==> src/rtl/lpc_pkg.sv <==
// +----------------------------------------------------------------------------
// | Package : lpc_pkg
// | Shared defaults and burst sequencer state type for the LPC register bank.
// | Revision: 1.0
// +----------------------------------------------------------------------------
`default_nettype none

package lpc_pkg;
    localparam int LPC_WIDTH = 32;
    localparam int LPC_ORDER = 9;

    typedef enum logic [0:0] {
        IDLE  = 1'b0,
        BURST = 1'b1
    } burst_state_t;
endpackage

`default_nettype wire

==> src/rtl/lpc_onehot_dec.sv <==
// +----------------------------------------------------------------------------
// | Module  : lpc_onehot_dec
// | One-hot select to binary index, with an exactly-one-bit-set flag.
// | Revision: 1.0
// +----------------------------------------------------------------------------
`default_nettype none

module lpc_onehot_dec #(
    parameter int N  = 9,
    parameter int IW = (N > 1) ? $clog2(N) : 1
) (
    input  logic [N-1:0]  i_sel,
    output logic [IW-1:0] o_idx,
    output logic          o_onehot
);
    localparam logic [N-1:0] c_one = {{(N-1){1'b0}}, 1'b1};

    always_comb begin
        o_idx = '0;
        for (int i = 0; i < N; i++) begin
            if (i_sel[i]) begin
                o_idx = o_idx | IW'(i);
            end
        end
    end

    // Non-zero and clearing the lowest set bit leaves nothing.
    assign o_onehot = (i_sel != '0) && ((i_sel & (i_sel - c_one)) == '0);
endmodule

`default_nettype wire

==> src/rtl/lpc_regbank.sv <==
// +----------------------------------------------------------------------------
// | Module  : lpc_regbank
// | DEPTH x WIDTH coefficient/history bank: one-hot write, shift-in, registered
// | read and burst-read sequencer. Optional macro: LPC_REGBANK_SELCHK_EN.
// | Revision: 1.0
// +----------------------------------------------------------------------------
`default_nettype none

module lpc_regbank
    import lpc_pkg::*;
#(
    parameter int WIDTH = LPC_WIDTH,
    parameter int DEPTH = LPC_ORDER
) (
    input  logic             clk,
    input  logic             reset_n,
    input  logic             wr_en,
    input  logic [DEPTH-1:0] wsel,
    input  logic             shift_en,
    input  logic [WIDTH-1:0] din,
    input  logic             rd_en,
    input  logic [DEPTH-1:0] rsel,
    input  logic             burst_start,
    output logic [WIDTH-1:0] dout,
    output logic             dout_valid,
    output logic             burst_busy,
    output logic             burst_last,
    output logic             sel_err
);
    localparam int             IW     = $clog2(DEPTH);
    localparam logic [IW-1:0]  c_last = IW'(DEPTH - 1);

    logic [WIDTH-1:0] r_mem [DEPTH];
    burst_state_t     r_state;
    logic [IW-1:0]    r_idx;
    logic [WIDTH-1:0] r_dout;
    logic             r_valid;
    logic             r_busy;
    logic             r_last;

    logic [IW-1:0]    w_widx;
    logic [IW-1:0]    w_ridx;
    logic             w_w_onehot;
    logic             w_r_onehot;

    lpc_onehot_dec #(.N(DEPTH), .IW(IW)) u_wdec (
        .i_sel    (wsel),
        .o_idx    (w_widx),
        .o_onehot (w_w_onehot)
    );

    lpc_onehot_dec #(.N(DEPTH), .IW(IW)) u_rdec (
        .i_sel    (rsel),
        .o_idx    (w_ridx),
        .o_onehot (w_r_onehot)
    );

    // Shift has priority over a same-cycle write.
    always_ff @(posedge clk or negedge reset_n) begin
        if (!reset_n) begin
            for (int i = 0; i < DEPTH; i++) begin
                r_mem[i] <= '0;
            end
        end else if (shift_en) begin
            r_mem[0] <= din;
            for (int i = 1; i < DEPTH; i++) begin
                r_mem[i] <= r_mem[i-1];
            end
        end else if (wr_en && w_w_onehot) begin
            r_mem[w_widx] <= din;
        end
    end

    // Word 0 is issued on the burst_start cycle so it appears one cycle later.
    always_ff @(posedge clk or negedge reset_n) begin
        if (!reset_n) begin
            r_state <= IDLE;
            r_idx   <= '0;
            r_dout  <= '0;
            r_valid <= 1'b0;
            r_busy  <= 1'b0;
            r_last  <= 1'b0;
        end else begin
            r_valid <= 1'b0;
            r_last  <= 1'b0;
            case (r_state)
                IDLE: begin
                    r_busy <= 1'b0;
                    if (burst_start) begin
                        r_dout  <= r_mem[0];
                        r_valid <= 1'b1;
                        r_busy  <= 1'b1;
                        r_idx   <= IW'(1);
                        r_state <= BURST;
                    end else if (rd_en && w_r_onehot) begin
                        r_dout  <= r_mem[w_ridx];
                        r_valid <= 1'b1;
                    end
                end
                BURST: begin
                    r_dout  <= r_mem[r_idx];
                    r_valid <= 1'b1;
                    r_busy  <= 1'b1;
                    if (r_idx == c_last) begin
                        r_last  <= 1'b1;
                        r_idx   <= '0;
                        r_state <= IDLE;
                    end else begin
                        r_idx <= r_idx + IW'(1);
                    end
                end
                default: r_state <= IDLE;
            endcase
        end
    end

    assign dout       = r_dout;
    assign dout_valid = r_valid;
    assign burst_busy = r_busy;
    assign burst_last = r_last;

`ifdef LPC_REGBANK_SELCHK_EN
    if (1) begin : g_selchk
        logic r_sel_err;
        logic w_bad_wr;
        logic w_bad_rd;

        assign w_bad_wr = wr_en && !shift_en && !w_w_onehot;
        assign w_bad_rd = rd_en && !w_r_onehot && (r_state == IDLE) && !burst_start;

        always_ff @(posedge clk or negedge reset_n) begin
            if (!reset_n) begin
                r_sel_err <= 1'b0;
            end else if (w_bad_wr || w_bad_rd) begin
                r_sel_err <= 1'b1;
            end
        end

        assign sel_err = r_sel_err;
    end
`else
    assign sel_err = 1'b0;
`endif
endmodule

`default_nettype wire

==> config.mk <==
export PLATFORM = sky130hd
export DESIGN_NAME = lpc_regbank
export DESIGN_NICKNAME = d
export VERILOG_FILES = /design/src/rtl/lpc_pkg.sv /design/src/rtl/lpc_onehot_dec.sv /design/src/rtl/lpc_regbank.sv
export SDC_FILE = /design/constraint.sdc
export NUM_CORES = 1
export LEC_CHECK = 0
export CAP_MARGIN = 5
export CORE_MARGIN = 3
export CORE_UTILIZATION = 35
export CTS_CLUSTER_DIAMETER = 30
export CTS_CLUSTER_SIZE = 40
export DETAILED_ROUTE_END_ITERATION = 8
export GPL_ROUTABILITY_DRIVEN = 0
export HOLD_SLACK_MARGIN = 0.06
export PLACE_DENSITY = 0.57
export SKIP_LAST_GASP = 1
export SLEW_MARGIN = 20
export SYNTH_ARGS = -nofsm -noshare
export SYNTH_HDL_FRONTEND = slang
export SYNTH_SLANG_ARGS = --single-unit
==> constraint.sdc <==
create_clock -name clk -period 4.02 [get_ports clk]
set_input_delay 0.402 -clock clk [delete_from_list [all_inputs] [get_ports clk]]
set_output_delay 0.402 -clock clk [all_outputs]
set_load 0.05 [all_outputs]
Yosys cells after proc, flatten, opt, wreduce, memory -nomap -nowiden:

Index checks and enable logic that the tools add are counted.

* bits in registers: 328
* bits in latches: 0
* RAM bits: 0
* bits in read-only memories: 0
* input port bits: 56
* output and inout bits: 36
* logic and storage cells: 83
* memories kept: 0

* add/subtract/negate cells: 3
* $mul: 0
* divide/modulo/power cells: 0
* magnitude comparators: 4
* eq/ne operators: 3
* shifts and indexed selects: 0
* multiplexer cells: 42
* bitwise logic cells: 6
* reduce and logical (&&, ||, !) cells: 10

Operators with widths (number)
* $mux 288: 2
* $bwmux 288: 1
* $bmux 32 s4: 2
* $mux 32: 7
* $demux 32 s4: 1
* $pmux 32 s2: 1
* $mux 3: 8
* $and 9x9->9: 2
* $logic_not 9->1: 2
* $reduce_bool 9->1: 2
* $sub 9x1->9 const B: 2
* $mux 4: 4
* $ge 5x5->1 const B: 3
* $not 4->5: 3
* $mux 1: 8
* $mux 2: 4
* $pmux 4 s2: 1
* $pmux 1 s2: 3
* $logic_and 1x1->1: 5
* $lt 5x1->1 const B: 1
* $add 4x1->4 const B: 1
* $eq 4x4->1 const B: 1
* $ne 3x3->1 const B: 1
* $ne 2x2->1 const B: 1
* 2 further kinds: 2

Depth between registers and ports, before layout:

* word-level depth: 16
* mapped depth: 10
* gate-level depth less buffers: 7

Modules after synthesis:

A second synthesis with hierarchy kept.

* cell total of the unflattened synthesis: 1895
* area, all modules: 19977.9 µm²

Modules (own cells, without submodules)
* lpc_regbank: instances 1, cells each 1859, area an instance 19730.2 µm², seq. area each 8207.9 µm²
* lpc_onehot_dec: instances 2, cells each 18, area an instance 123.9 µm², seq. area each 0.0 µm²

Least setup slack after synthesis:

No wires, ideal clock.

* path type: input-to-reg
* from: in rsel[5]
* to: reg r_dout[11] (netlist: dout[11])
* library setup time: 0.132 ns
* arrival: 2.147 ns
* data required time: 3.888 ns
* setup slack: 1.741 ns
* stages on the path: 7
* buffers on the path: 2
* path through: buf_2 > or4_4 > or3_1 > a31o_2 > clkbuf_1 > a31oi_1 > a211oi_2

* longest elaborated chain between the ends: 11
* elaborated cells on any way between the ends: 18

RTL lines
* from (decl): line lpc_regbank.sv:22 `input logic [DEPTH-1:0] rsel,`
* $mux 3 (3 in series): line lpc_onehot_dec.sv:21 `if (i_sel[i]) begin`
* $mux 4: line lpc_onehot_dec.sv:21
* $not 4->5 (not written as such): line lpc_regbank.sv:96 `r_dout <= r_mem[w_ridx];`
* $bmux 32 s4: line lpc_regbank.sv:96
* $mux 32 (not written as such) (2 in series): line lpc_regbank.sv:96
* $mux 32: line lpc_regbank.sv:95 `end else if (rd_en && w_r_onehot) begin`
* $mux 32: line lpc_regbank.sv:89 `if (burst_start) begin`
* $pmux 32 s2: line lpc_regbank.sv:86 `case (r_state)`
* to (signal assigned): line lpc_regbank.sv:90 `r_dout <= r_mem[0];`
* to (signal assigned): line lpc_regbank.sv:96
* to (signal assigned): line lpc_regbank.sv:101 `r_dout <= r_mem[r_idx];`
* to (decl): line lpc_regbank.sv:36 `logic [WIDTH-1:0] r_dout;`

Several ways; a longest one is shown, not always the timed one. The select of a mux whose other input is x is not followed.
A chain may end at the register's enable or synchronous reset.

Worst setup path after layout:

* from: in wsel[7]
* to: reg r_mem[84] in the netlist's numbering

* longest elaborated chain between the ends: 10
* elaborated cells on any way between the ends: 18

RTL lines
* from (decl): line lpc_regbank.sv:18 `input logic [DEPTH-1:0] wsel,`
* $mux 3: line lpc_onehot_dec.sv:21
* $mux 4: line lpc_onehot_dec.sv:21
* $not 4->5 (not written as such): line lpc_regbank.sv:70 `r_mem[w_widx] <= din;`
* $ge 5x5->1 (not written as such) or $lt 5x1->1 (tied branches): line lpc_regbank.sv:70
* $logic_and 1x1->1 (not written as such): line lpc_regbank.sv:70
* $mux 32 (not written as such): line lpc_regbank.sv:70
* $demux 32 s4: line lpc_regbank.sv:70
* $bwmux 288: line lpc_regbank.sv:70
* $mux 288: line lpc_regbank.sv:69 `end else if (wr_en && w_w_onehot) begin`
* $mux 288: line lpc_regbank.sv:64 `end else if (shift_en) begin`
* to (signal, indexed assignment): line lpc_regbank.sv:67 `r_mem[i] <= r_mem[i-1];`
* to (signal, indexed assignment): line lpc_regbank.sv:70
* to (decl): line lpc_regbank.sv:33 `logic [WIDTH-1:0] r_mem [DEPTH];`

Several ways; a longest one is shown, not always the timed one. The select of a mux whose other input is x is not followed.

==> results.json <==
{
  "outcome": "completed",
  "rr_startpoint": "r_idx[0]",
  "drtIter0Drc": 2158,
  "start_util_pct": 35.6,
  "clock_insertion_delay_worst_skew_ns": 0.62,
  "crit_slowest_cell": "sky130_fd_sc_hd__nor4_1",
  "mappedNetlistArea_um2": 20700,
  "via_count": 19100,
  "final_util_pct": 43.7,
  "worstSetupStartpointType": "input pin",
  "max_stage_delay_ns": 0.84,
  "synth_top_flop_cell": "sky130_fd_sc_hd__dfrtp_1",
  "clock.fmax_mhz": 366,
  "worst_setup_path_end_kind": "register",
  "area_growth_pct": 22.8,
  "synth_top_area_share_pct": 39.7,
  "critical_path_required_ns": 4.49,
  "numCtsBuffers": 87,
  "worstPathCellList": "clkdlybuf4s50_1 > nor4_1 > nand3_1 > nor4_4 > buf_12 > mux2i_1 > o21ai_1",
  "via_per_inst": 6.20,
  "synth_compound_gate_area_share_pct": 19.9,
  "postSynthRegisterBits": 328,
  "reg2reg_slack_ns": 1.48,
  "post_synth_and_or_nand_nor_area_fraction_pct": 16.5,
  "std_cell_rows": 88,
  "number_of_buffers_inserted_by_post_cts_setup_repair": 0,
  "drtAntennaViolNets": 0,
  "fin_tns_setup_ns": 0,
  "synth_top_family_by_area": "compound AO/OA/AOI/OAI gates",
  "cts_num_sinks": 328,
  "timing.setup.critical_path_class": "in2reg",
  "cp.arrival_ns": 3.20,
  "synth_async_sr_flop_share_pct": 100,
  "pin_count": 92,
  "syn-instance-count": 2254,
  "timing.final.hold_violations": 0,
  "setup_repair_after_global_routing_missed_its_margin": "false",
  "coreArea_um2": 58100,
  "synthDistinctLibCells": 57,
  "dpl-instance-area_um2": 22200,
  "detailedRoute.firstPassIterationCount": 6,
  "r2r_depth": 6,
  "synth_fa_ha_area_share_pct": 0.218,
  "worstReg2RegEnd": "dout[13]",
  "grt_first_pass_wirelength_um": 118000,
  "critPathMaxFanout": 32,
  "net_count_after_synthesis": 2312,
  "grt_total_ovfl": 0,
  "holdCritPathClass": "in2async",
  "final-max-slew-violation-count": 0,
  "synth.yosys.seq_area_share_pct": 39.7,
  "floorplan.die_area_um2": 62100,
  "detail_route.drc_violations": 0,
  "antenna_found_initial": 6,
  "routed_wire_length_per_instance_um": 25.2,
  "cts_htree_levels": 3,
  "power-per-cell-area_nw_per_um2": 659,
  "clock_path_buffers": 3,
  "synthMuxAreaShare_pct": 18.0,
  "maximum_number_of_pins_on_one_net_before_global_route_repair": 172,
  "report.final.setup_viol": 0,
  "post-layout-total-power_mw": 16.7,
  "final.setup_skew_ns": 0.0196,
  "synth_edf_count": 0,
  "layout.cell_area.non_filler_um2": 25400,
  "synth_xor_area_share_pct": 0,
  "library_cell_occupying_the_most_area_in_the_post_synthesis_netlist": "sky130_fd_sc_hd__dfrtp_1",
  "peakVddDrop_uv": 400,
  "groute.usage.overall_pct": 24.4,
  "wirelength_um": 77400,
  "leakagePower_nw": 9.65,
  "layout_common_cells": "454 x sky130_fd_sc_hd__nand2_1, 325 x sky130_fd_sc_hd__dfrtp_1, 192 x sky130_fd_sc_hd__mux2i_1",
  "layout-drive-gt1-share_pct": 15.5,
  "mostFrequentLayoutCell": "sky130_fd_sc_hd__nand2_1",
  "clkSlewWorstSetupHoldPaths_ns": 0.04,
  "fin_crit_ns": 2.73,
  "tritoncts": "yes",
  "syn_area_per_cell_um2": 9.18,
  "cp_num_buf_inv": 2,
  "ctsRootBufferMaster": "sky130_fd_sc_hd__clkbuf_16",
  "floorplan.die.width_um": 249,
  "placement.io_buffers": 90,
  "layout.nets": 2290,
  "slew_limit_headroom_pct": 29.3,
  "ys_warn_count": 0,
  "chipHeight_um": 249,
  "post-dp-hpwl_um": 40700,
  "final_min_period_over_clock_period_pct": 68.0,
  "worstMarginPinSlew_ns": 1.06,
  "synthTopCellsByArea": "sky130_fd_sc_hd__dfrtp_1 40%, sky130_fd_sc_hd__mux2i_1 9.3%, sky130_fd_sc_hd__nand2_1 8.2%",
  "grt_pass1_vias": 19000,
  "max_cap_violations": 0,
  "cpLargestDelayFamily": "simple AND/OR/NAND/NOR gates"
}
repair_timing:
item,CTS,global route
hold buffers,1,0
resized for setup,0,0
hold endpoints to repair,117,0
layout make-up:
| class | instances | area (µm²) |
|---|---|---|
| Fill cell | 5519 | 32700 |
| Multi-Input combinational cell | 1662 | 11400 |
| Sequential cell | 328 | 8220 |
| Clock buffer | 116 | 2460 |
| Timing Repair Buffer | 148 | 1580 |
| Tap cell | 765 | 957 |
| Clock inverter | 45 | 726 |
| Inverter | 5 | 18.8 |
| Antenna cell | 4 | 10.0 |
worst reg2reg max path, stage by stage (launching register included):
cell	delay, ns
sky130_fd_sc_hd__dfrtp_4	1.06
sky130_fd_sc_hd__buf_4	0.56
sky130_fd_sc_hd__mux4_2	0.39
sky130_fd_sc_hd__nand2_1	0.08
sky130_fd_sc_hd__nand3_1	0.08
sky130_fd_sc_hd__a21oi_1	0.18
sky130_fd_sc_hd__a211oi_2	0.07
stage by stage:
stage | hold slack (ns) | worst slack, ns | std cells
6_report | 0.273 | 1.29 | 3073
3_3_place_gp | 0.509 | 0.372 | 2905
2_1_floorplan | 0.106 | 1.74 | 2254
3_5_place_dp | 0.512 | 0.697 | 2906
4_1_cts | 0.349 | 1.33 | 3068
5_1_grt | 0.305 | 1.08 | 3073
routing by layer:
| layer | vias up | track usage [%] | wire [µm] |
|---|---|---|---|
| li1 | 8285 | - | - |
| met1 | 9477 | 31.7 | 31400 |
| met2 | 1059 | 38.0 | 35300 |
| met3 | 234 | 5.41 | 7110 |
| met4 | 2 | 13.0 | 3590 |
| met5 | - | 0 | 13 |
logic make-up after synthesis:
group | after synthesis
other cells | 1
simple gates | 738
buf+inv | 264
fa+ha+maj | 4
flops | 328
mux | 288
compound gates | 631
power by group:
part | internal [mW] | switching (mW) | total, mW
sequential | 3.91 | 0.896 | 4.80
combinational | 1.94 | 2.46 | 4.40
clock | 5.34 | 2.20 | 7.55
total | 11.2 | 5.56 | 16.7
how the worst max path moves through the flow:
stage	from	to	slack, ns	cells after the start
after floorplan	rsel[5]	dout[11]	1.74	7
after detailed placement	rsel[4]	dout[14]	0.70	7
after global routing	wsel[7]	r_mem[65]	1.08	7
final	wsel[7]	r_mem[84]	1.29	7
after CTS	rsel[1]	dout[14]	1.33	7
after global placement	rsel[4]	dout[15]	0.37	7
state kept, by name, indices dropped and copies added, names as in the netlist:
| name | flops |
|---|---|
| burst_busy | 1 |
| dout_valid | 1 |
| r_idx | 4 |
| burst_last | 1 |
| dout | 32 |
| r_mem | 288 |
| r_state | 1 |
Yosys cell counts, types with 3 or more instances:
master and n:
sky130_fd_sc_hd__buf_6 13, sky130_fd_sc_hd__buf_4 6, sky130_fd_sc_hd__nand2_1 454, sky130_fd_sc_hd__dfrtp_1 328, sky130_fd_sc_hd__a221o_1 32, sky130_fd_sc_hd__nand3_1 98
sky130_fd_sc_hd__buf_2 61, sky130_fd_sc_hd__a211oi_2 15, sky130_fd_sc_hd__nor2_1 13, sky130_fd_sc_hd__or4_4 3, sky130_fd_sc_hd__clkbuf_1 168, sky130_fd_sc_hd__mux2i_1 192
sky130_fd_sc_hd__inv_1 5, sky130_fd_sc_hd__a21oi_1 98, sky130_fd_sc_hd__nor3_1 34, sky130_fd_sc_hd__or4_1 6, sky130_fd_sc_hd__a41oi_1 49, sky130_fd_sc_hd__and2_1 32
sky130_fd_sc_hd__nor4_4 5, sky130_fd_sc_hd__nor2b_1 66, sky130_fd_sc_hd__o2111ai_1 32, sky130_fd_sc_hd__a31oi_1 49, sky130_fd_sc_hd__buf_1 11, sky130_fd_sc_hd__nor4_1 6
sky130_fd_sc_hd__or2_2 3, sky130_fd_sc_hd__nand4_1 5, sky130_fd_sc_hd__mux2_2 32, sky130_fd_sc_hd__o21ai_1 132, sky130_fd_sc_hd__a211oi_1 50, sky130_fd_sc_hd__mux4_2 64
sky130_fd_sc_hd__o21ai_0 130, sky130_fd_sc_hd__a311oi_1 33
Power figures use the tool's default switching activity.
